[src/rtl/ysyx_23060187_mem_arbiter.sv]
// Shares the core's single memory port between IFU fetches and LSU loads/stores.
// Fixed LSU priority, one outstanding transaction, and a bounded wait that ends in an error response.
module ysyx_23060187_mem_arbiter #(
    parameter int unsigned AW      = 32,
    parameter int unsigned DW      = 32,
    parameter int unsigned TIMEOUT = 255
) (
    input  logic          clk,
    input  logic          rst,

    input  logic          ifu_valid,
    output logic          ifu_ready,
    input  logic [AW-1:0] ifu_addr,
    output logic          ifu_rvalid,
    output logic [DW-1:0] ifu_rdata,
    output logic          ifu_err,

    input  logic          lsu_valid,
    output logic          lsu_ready,
    input  logic          lsu_wen,
    input  logic [AW-1:0] lsu_addr,
    input  logic [DW-1:0] lsu_wdata,
    input  logic [7:0]    lsu_wmask,
    output logic          lsu_rvalid,
    output logic [DW-1:0] lsu_rdata,
    output logic          lsu_err,

    output logic          mem_valid,
    input  logic          mem_ready,
    output logic          mem_wen,
    output logic [AW-1:0] mem_addr,
    output logic [DW-1:0] mem_wdata,
    output logic [7:0]    mem_wmask,
    input  logic          mem_rvalid,
    input  logic [DW-1:0] mem_rdata,

    output logic [1:0]    owner
);

    localparam int unsigned CW = $clog2(TIMEOUT + 1);
    localparam logic [CW-1:0] CNT_LAST = CW'(TIMEOUT - 1);
    localparam logic [CW-1:0] CNT_MAX  = {CW{1'b1}};

    typedef enum logic [1:0] {
        IDLE     = 2'b00,
        WAIT_IFU = 2'b01,
        WAIT_LSU = 2'b10
    } state_e;

    state_e          state_q, state_d;
    logic [CW-1:0]   cnt_q, cnt_d;
    logic            wen_q, wen_d;
    logic [AW-1:0]   addr_q, addr_d;
    logic [DW-1:0]   wdata_q, wdata_d;
    logic [7:0]      wmask_q, wmask_d;

    logic            resp_valid;
    logic            resp_err;
    logic [DW-1:0]   resp_data;

    // State and captured request; reset abandons any outstanding transaction.
    always_ff @(posedge clk or negedge rst) begin
        if (!rst) begin
            state_q <= IDLE;
            cnt_q   <= '0;
            wen_q   <= 1'b0;
            addr_q  <= '0;
            wdata_q <= '0;
            wmask_q <= '0;
        end else begin
            state_q <= state_d;
            cnt_q   <= cnt_d;
            wen_q   <= wen_d;
            addr_q  <= addr_d;
            wdata_q <= wdata_d;
            wmask_q <= wmask_d;
        end
    end

    // Response of the current WAIT cycle: real data wins over a coincident timeout.
    always_comb begin
        resp_valid = 1'b0;
        resp_err   = 1'b0;
        resp_data  = '0;
        if (state_q != IDLE) begin
            if (mem_rvalid) begin
                resp_valid = 1'b1;
                resp_data  = mem_rdata;
            end else if (cnt_q == CNT_LAST) begin
                resp_valid = 1'b1;
                resp_err   = 1'b1;
            end
        end
    end

    // Grant, request forwarding and next-state.
    always_comb begin
        state_d   = state_q;
        cnt_d     = cnt_q;
        wen_d     = wen_q;
        addr_d    = addr_q;
        wdata_d   = wdata_q;
        wmask_d   = wmask_q;
        mem_valid = 1'b0;
        mem_wen   = 1'b0;
        mem_addr  = '0;
        mem_wdata = '0;
        mem_wmask = '0;
        ifu_ready = 1'b0;
        lsu_ready = 1'b0;

        unique case (state_q)
            IDLE: begin
                if (rst && lsu_valid) begin
                    mem_valid = 1'b1;
                    mem_wen   = lsu_wen;
                    mem_addr  = lsu_addr;
                    mem_wdata = lsu_wdata;
                    mem_wmask = lsu_wmask;
                    lsu_ready = mem_ready;
                    if (mem_ready) begin
                        state_d = WAIT_LSU;
                    end
                end else if (rst && ifu_valid) begin
                    mem_valid = 1'b1;
                    mem_addr  = ifu_addr;
                    ifu_ready = mem_ready;
                    if (mem_ready) begin
                        state_d = WAIT_IFU;
                    end
                end
                if (mem_valid && mem_ready) begin
                    cnt_d   = '0;
                    wen_d   = mem_wen;
                    addr_d  = mem_addr;
                    wdata_d = mem_wdata;
                    wmask_d = mem_wmask;
                end
            end
            WAIT_IFU, WAIT_LSU: begin
                mem_wen   = wen_q;
                mem_addr  = addr_q;
                mem_wdata = wdata_q;
                mem_wmask = wmask_q;
                if (resp_valid) begin
                    state_d = IDLE;
                end else if (cnt_q != CNT_MAX) begin
                    cnt_d = cnt_q + CW'(1);
                end
            end
            default: state_d = IDLE;
        endcase
    end

    // Route the response to the owning master only; everything else stays zero.
    always_comb begin
        ifu_rvalid = 1'b0;
        ifu_err    = 1'b0;
        ifu_rdata  = '0;
        lsu_rvalid = 1'b0;
        lsu_err    = 1'b0;
        lsu_rdata  = '0;
        if (state_q == WAIT_IFU) begin
            ifu_rvalid = resp_valid;
            ifu_err    = resp_err;
            ifu_rdata  = resp_data;
        end else if (state_q == WAIT_LSU) begin
            lsu_rvalid = resp_valid;
            lsu_err    = resp_err;
            lsu_rdata  = resp_data;
        end
    end

    assign owner = 2'(state_q);

endmodule

[config.mk]
export PLATFORM = sky130hd
export DESIGN_NAME = ysyx_23060187_mem_arbiter
export DESIGN_NICKNAME = d
export VERILOG_FILES = /design/src/rtl/ysyx_23060187_mem_arbiter.sv
export SDC_FILE = /design/constraint.sdc
export NUM_CORES = 1
export LEC_CHECK = 0
export CAP_MARGIN = 20
export CELL_PAD_IN_SITES_DETAIL_PLACEMENT = 1
export CELL_PAD_IN_SITES_GLOBAL_PLACEMENT = 1
export CORE_ASPECT_RATIO = 0.7
export CORE_UTILIZATION = 26
export CTS_CLUSTER_SIZE = 12
export DETAILED_ROUTE_END_ITERATION = 8
export PLACE_DENSITY_LB_ADDON = 0.05
export SYNTH_ARGS = -nofsm -noshare
export SYNTH_HDL_FRONTEND = slang
export SYNTH_SLANG_ARGS = --single-unit
export TNS_END_PERCENT = 30
[constraint.sdc]
create_clock -name clk -period 2.7 [get_ports clk]
set_clock_uncertainty 0.1 [all_clocks]
set_input_delay 0.54 -clock clk [delete_from_list [all_inputs] [get_ports clk]]
set_output_delay 0.54 -clock clk [all_outputs]
set_load 0.1 [all_outputs]
* Yosys cells after proc, flatten, opt, wreduce, memory -nomap -nowiden *
Cells that the tools add are included.

operators by class
  add/subtract/negate cells = 1
  eq/ne operators = 11
  mux-type cells = 44
  reductions and logical operators = 10

operator list
  operator               number
  $mux W32               8
  $pmux W32 S2           2
  $mux W8                4
  $pmux W8 S2            2
  $mux W1                21
  $mux W2                5
  $ne A3 B3 Y1 const B   3
  $add A8 B1 Y8 const B  1
  $eq A8 B8 Y1 const B   1
  $ne A2 B2 Y1 const B   4
  $ne A8 B8 Y1 const B   1
  $reduce_and A4 Y1      2
  $pmux W2 S2            1
  $reduce_bool A2 Y1     2
  $logic_and A1 B1 Y1    3
  $eq A2 B1 Y1 const B   1
  $eq A2 B2 Y1 const B   1
  $logic_not A2 Y1       1
  $pmux W1 S2            1
  $reduce_and A2 Y1      1
  $reduce_or A2 Y1       1

storage, ports and cells
  register bits = 83
  input bits = 143
  output and inout port bits = 146
  logic and storage cells = 72

* Depth between registers and ports, before layout *
Gate-level depths: netlist of run 1.

  depth in word-level cells = 7
  depth in mapped cells = 8
  mapped depth without buffers = 6

* Worst setup path before layout of run 1 *
No wires, ideal clock.

  path type = register to output
  start = register state_q[0], in the netlist owner[0]
  end = output lsu_err
  arrival = 3.767 ns
  required time = 2.060 ns
  path slack = -1.707 ns
  cell stages (with the launch flop) = 7
  buffers on the path = 1
  cells stage by stage = dfrtp_1 > inv_1 > ha_1 > buf_2 > nor2_1 > nand2_1 > nor3_1

on the way
  longest elaborated chain between the ends = 4
  elaborated cells between the ends (all ways) = 6
  those cells by class = eq/ne (2); mux (3); reduce/logical (1)

RTL lines
  item                    line  source
  from (decl)             50    state_e state_q, state_d;
  from (signal assigned)  71    state_q <= state_d;
  $reduce_bool A2 Y1      85    if (state_q != IDLE) begin
  $mux W1                 85
  $mux W1                 167   end else if (state_q == WAIT_LSU) begin
  $mux W1 *               163   if (state_q == WAIT_IFU) begin
  to (decl)               26    output logic lsu_err,

Mark *: on every way between the ends. The rest lies on a longest branch, timed or not.

* Worst setup path in the final report of run 1 *
  start = register state_q[0], in the netlist owner[0]
  end = output mem_wmask[1]

on the way
  longest elaborated chain between the ends = 3
  elaborated cells between the ends (all ways) = 5
  those cells by class = eq/ne (2); mux (1); reduce/logical (2)

RTL lines
  item                                                 line  source
  $eq A2 B1 Y1 / $eq A2 B2 Y1 (equally long branches)  112   unique case (state_q)
  $reduce_or A2 Y1                                     112
  $pmux W8 S2 *                                        112
  to (decl)                                            33    output logic [7:0] mem_wmask,

Marks and branches as above.

==> impl_metrics.ini, run 1 <==
[placement]
globalplace.congestion = 0.7676
dp_hpwl_um = 15990
dp_slack_ps = -173.6
dp_cells = 1068
dpl-instance-area_um2 = 10490
portBuffers = 288

[floorplanning]
die-area_um2 = 19250
num_rows = 41
core-area_um2 = 18160
die_w_um = 165.4
ioPinCount = 289
initial_utilization = 0.2675
die_h_um = 116.4

[setup_path]
crit_required_ps = 2060
rr_endpoint = cnt_q[2]
startpoint_type = register
critPathCaptureType = primary output
criticalPathCategory = reg2out
cp_max_fo = 9
worstRegToRegCells = 7
r2r_slack_ps = 230
r2r-start = owner[0]
crit_arrival_ps = 2160
critPathLaunch = owner[0]

[final_layout]
syn_to_final_growth_pct = 136.0
design_area_um2 = 11460
nets = 1019
antennaDiodeCount = 0
final_cells = 1111
fin_util = 0.6313
drive_above_1_share = 0.4880

[yosys]
syn_area_um2 = 4858
ys_seq_elements = 83
synth_top_area_share = 0.4275
yosysUniqueCellTypes = 35
syn_avg_cell_area_um2 = 8.645
synthCells = 562
synth_warnings = 0
synth_flop_cell = dfrtp_1
ys_async_sr_fraction = 1.000
synth_largest_area_cell = dfrtp_1
netlist_top_cells_count = dfrtp_1 (83), a22oi_1 (73), nand2_1 (68)
synth_nets = 711
synthTopCellsByArea = dfrtp_1 (43%), a22oi_1 (11%), and2_1 (8.5%)
ys_seq_area_frac = 0.4275
synth_edf_count = 0
yosysMostFrequentCell = dfrtp_1

[timing]
fin_crit_sh = 1.037
hold-worst-slack_ps = 224.8
setup_viol = 82
hold_viol = 0
setup_ws_ps = -100.3
tns_ps = -4567
fmax_ghz = 0.3571
tightest_slew_ps = 589.8
fin_crit_ps = 2800
rsz0062_at_grt = true
slew_viol_final = 0
relSlewSlack = 0.6068

[run_status]
status = finished with violations
violations = design-rule violations, negative setup slack

[detailed_routing]
routedWlPerCell_um = 20.79
detail-route-antenna-nets = 0
drc = 26
wirelength_um = 23100
vias = 5791
drtIter0Drc = 235
dr.pass1.iters = 7
vias_per_cell = 5.212

[power]
sw_frac_of_total = 0.5258
power_density_nw_per_um2 = 1040
internal_power_mw = 5.653
max-vdd-ir-drop_mv = 0.5108
p_switching_mw = 6.268
clkPwrFrac = 0.109
total_power_mw = 11.92
leakagePower_nw = 4.502
combPwrFrac = 0.713
p_seq_frac = 0.178

[clocking]
path_clk_slew_ps = 60
cts_tree = yes
root_buffer = clkbuf_16
cts.path.max_buffers = 2
htree_levels = 3
cts_sinks = 83
clk_latency_ps = 330
cts_made_buffers = 9

[global_route]
track_usage = 0.2377
grt_pass1_wl_um = 34910
antenna_found_initial = 0
grt_pass1_vias = 6224
grt_overflow = 0
grt_max_degree = 74

[flow_run]
maxCapViolCount = 0

[hold_path]
hp-class = in2async
## what timing repair did
action,4_1_cts,5_1_grt
cloned,6,2
pin swaps,50,20
endpoints found under the setup margin,138,141
resized for setup,57,29
hold buffers,0,0
setup buffers,19,7
## registers in the layout, summed over array words and instances, names as in the netlist
| name | flops |
|---|---|
| cnt_q | 8 |
| wen_q | 1 |
| addr_q | 32 |
| wmask_q | 8 |
| owner | 2 |
| wdata_q | 32 |
## how the worst max path moves through the flow
stage	end	slack (ps)	depth (start not counted)
detailed placement	mem_wdata[22]	-170	6
finish	mem_wmask[1]	-100	9
CTS	mem_addr[31]	-100	10
global route	mem_wmask[1]	-180	9
global placement	mem_wdata[12]	-130	6
floorplan	mem_addr[10]	-250	8
## placed cells by master (no fill, tap or decap), drive strengths merged
cell type	instances
clkdlybuf4s50	141
a22oi	73
dfrtp	83
clkinv	1
ha	6
o221ai	1
o211ai	6
nor3	2
clkbuf	12
a2111oi	1
or2b	1
clkinvlp	1
nor2	50
o311ai	3
and3	2
a22o	41
or3	2
o21ai	41
o31ai	1
or2	1
o2111ai	1
and2	66
nor3b	1
mux2i	1
nand3	10
nand2b	3
o31a	2
inv	11
or4	2
a21oi	33
buf	206
nand4	1
nand2	68
bufinv	1
## area by class of cell
type / instances / area (um2)
Clock inverter: 6 / 71.32
Clock buffer: 10 / 239.0
Timing Repair Buffer: 349 / 5109
Sequential cell: 83 / 2085
Fill cell: 1779 / 6695
Inverter: 8 / 35.03
Multi-Input combinational cell: 419 / 3631
Tap cell: 236 / 295.3
## per-layer routing
metal	global-route usage	up-vias	share of wire
li1	-	2638	-
met4	0.03879	0	0.0088
met1	0.2914	2934	0.39
met3	0.07209	13	0.082
met2	0.4179	206	0.51
met5	0	-	0
## worst max-delay path, cell delays in order (launching register included)
cell       delay (ps)
dfrtp_4           500
inv_4              70
ha_4              160
buf_4             110
and3_4            230
buf_4             140
clkbuf_16         150
a22oi_1           110
nor2_4            160
buf_12            190
## power by group through the flow
stage	Clock [mW]	Combinational [mW]	Sequential (mW)
after floorplan	0	5.22	2.08
after global placement	0	7.98	2.08
after detailed placement	0	8.11	2.12
after CTS	1.33	8.43	2.10
after global routing	1.37	8.83	2.17
final	1.30	8.50	2.12
## cells by family (layout without fill, tap and decap cells)
logic type	count (synthesis)	count (layout)	share of synthesized area
compound gates	203	203	0.2951
fa+ha+maj	6	6	0.01545
buf+inv	60	373	0.05099
flops	83	83	0.4275
mux	1	1	0.002060
simple gates	209	209	0.2089
(Power assumes the default switching activity.)
==> inputs of run 2 (changes only) <==
- CTS_CLUSTER_SIZE: 12 -> 16
==> results of run 2 <==
Same layout as run 1: the final DEF is identical, and so are final timing and power.
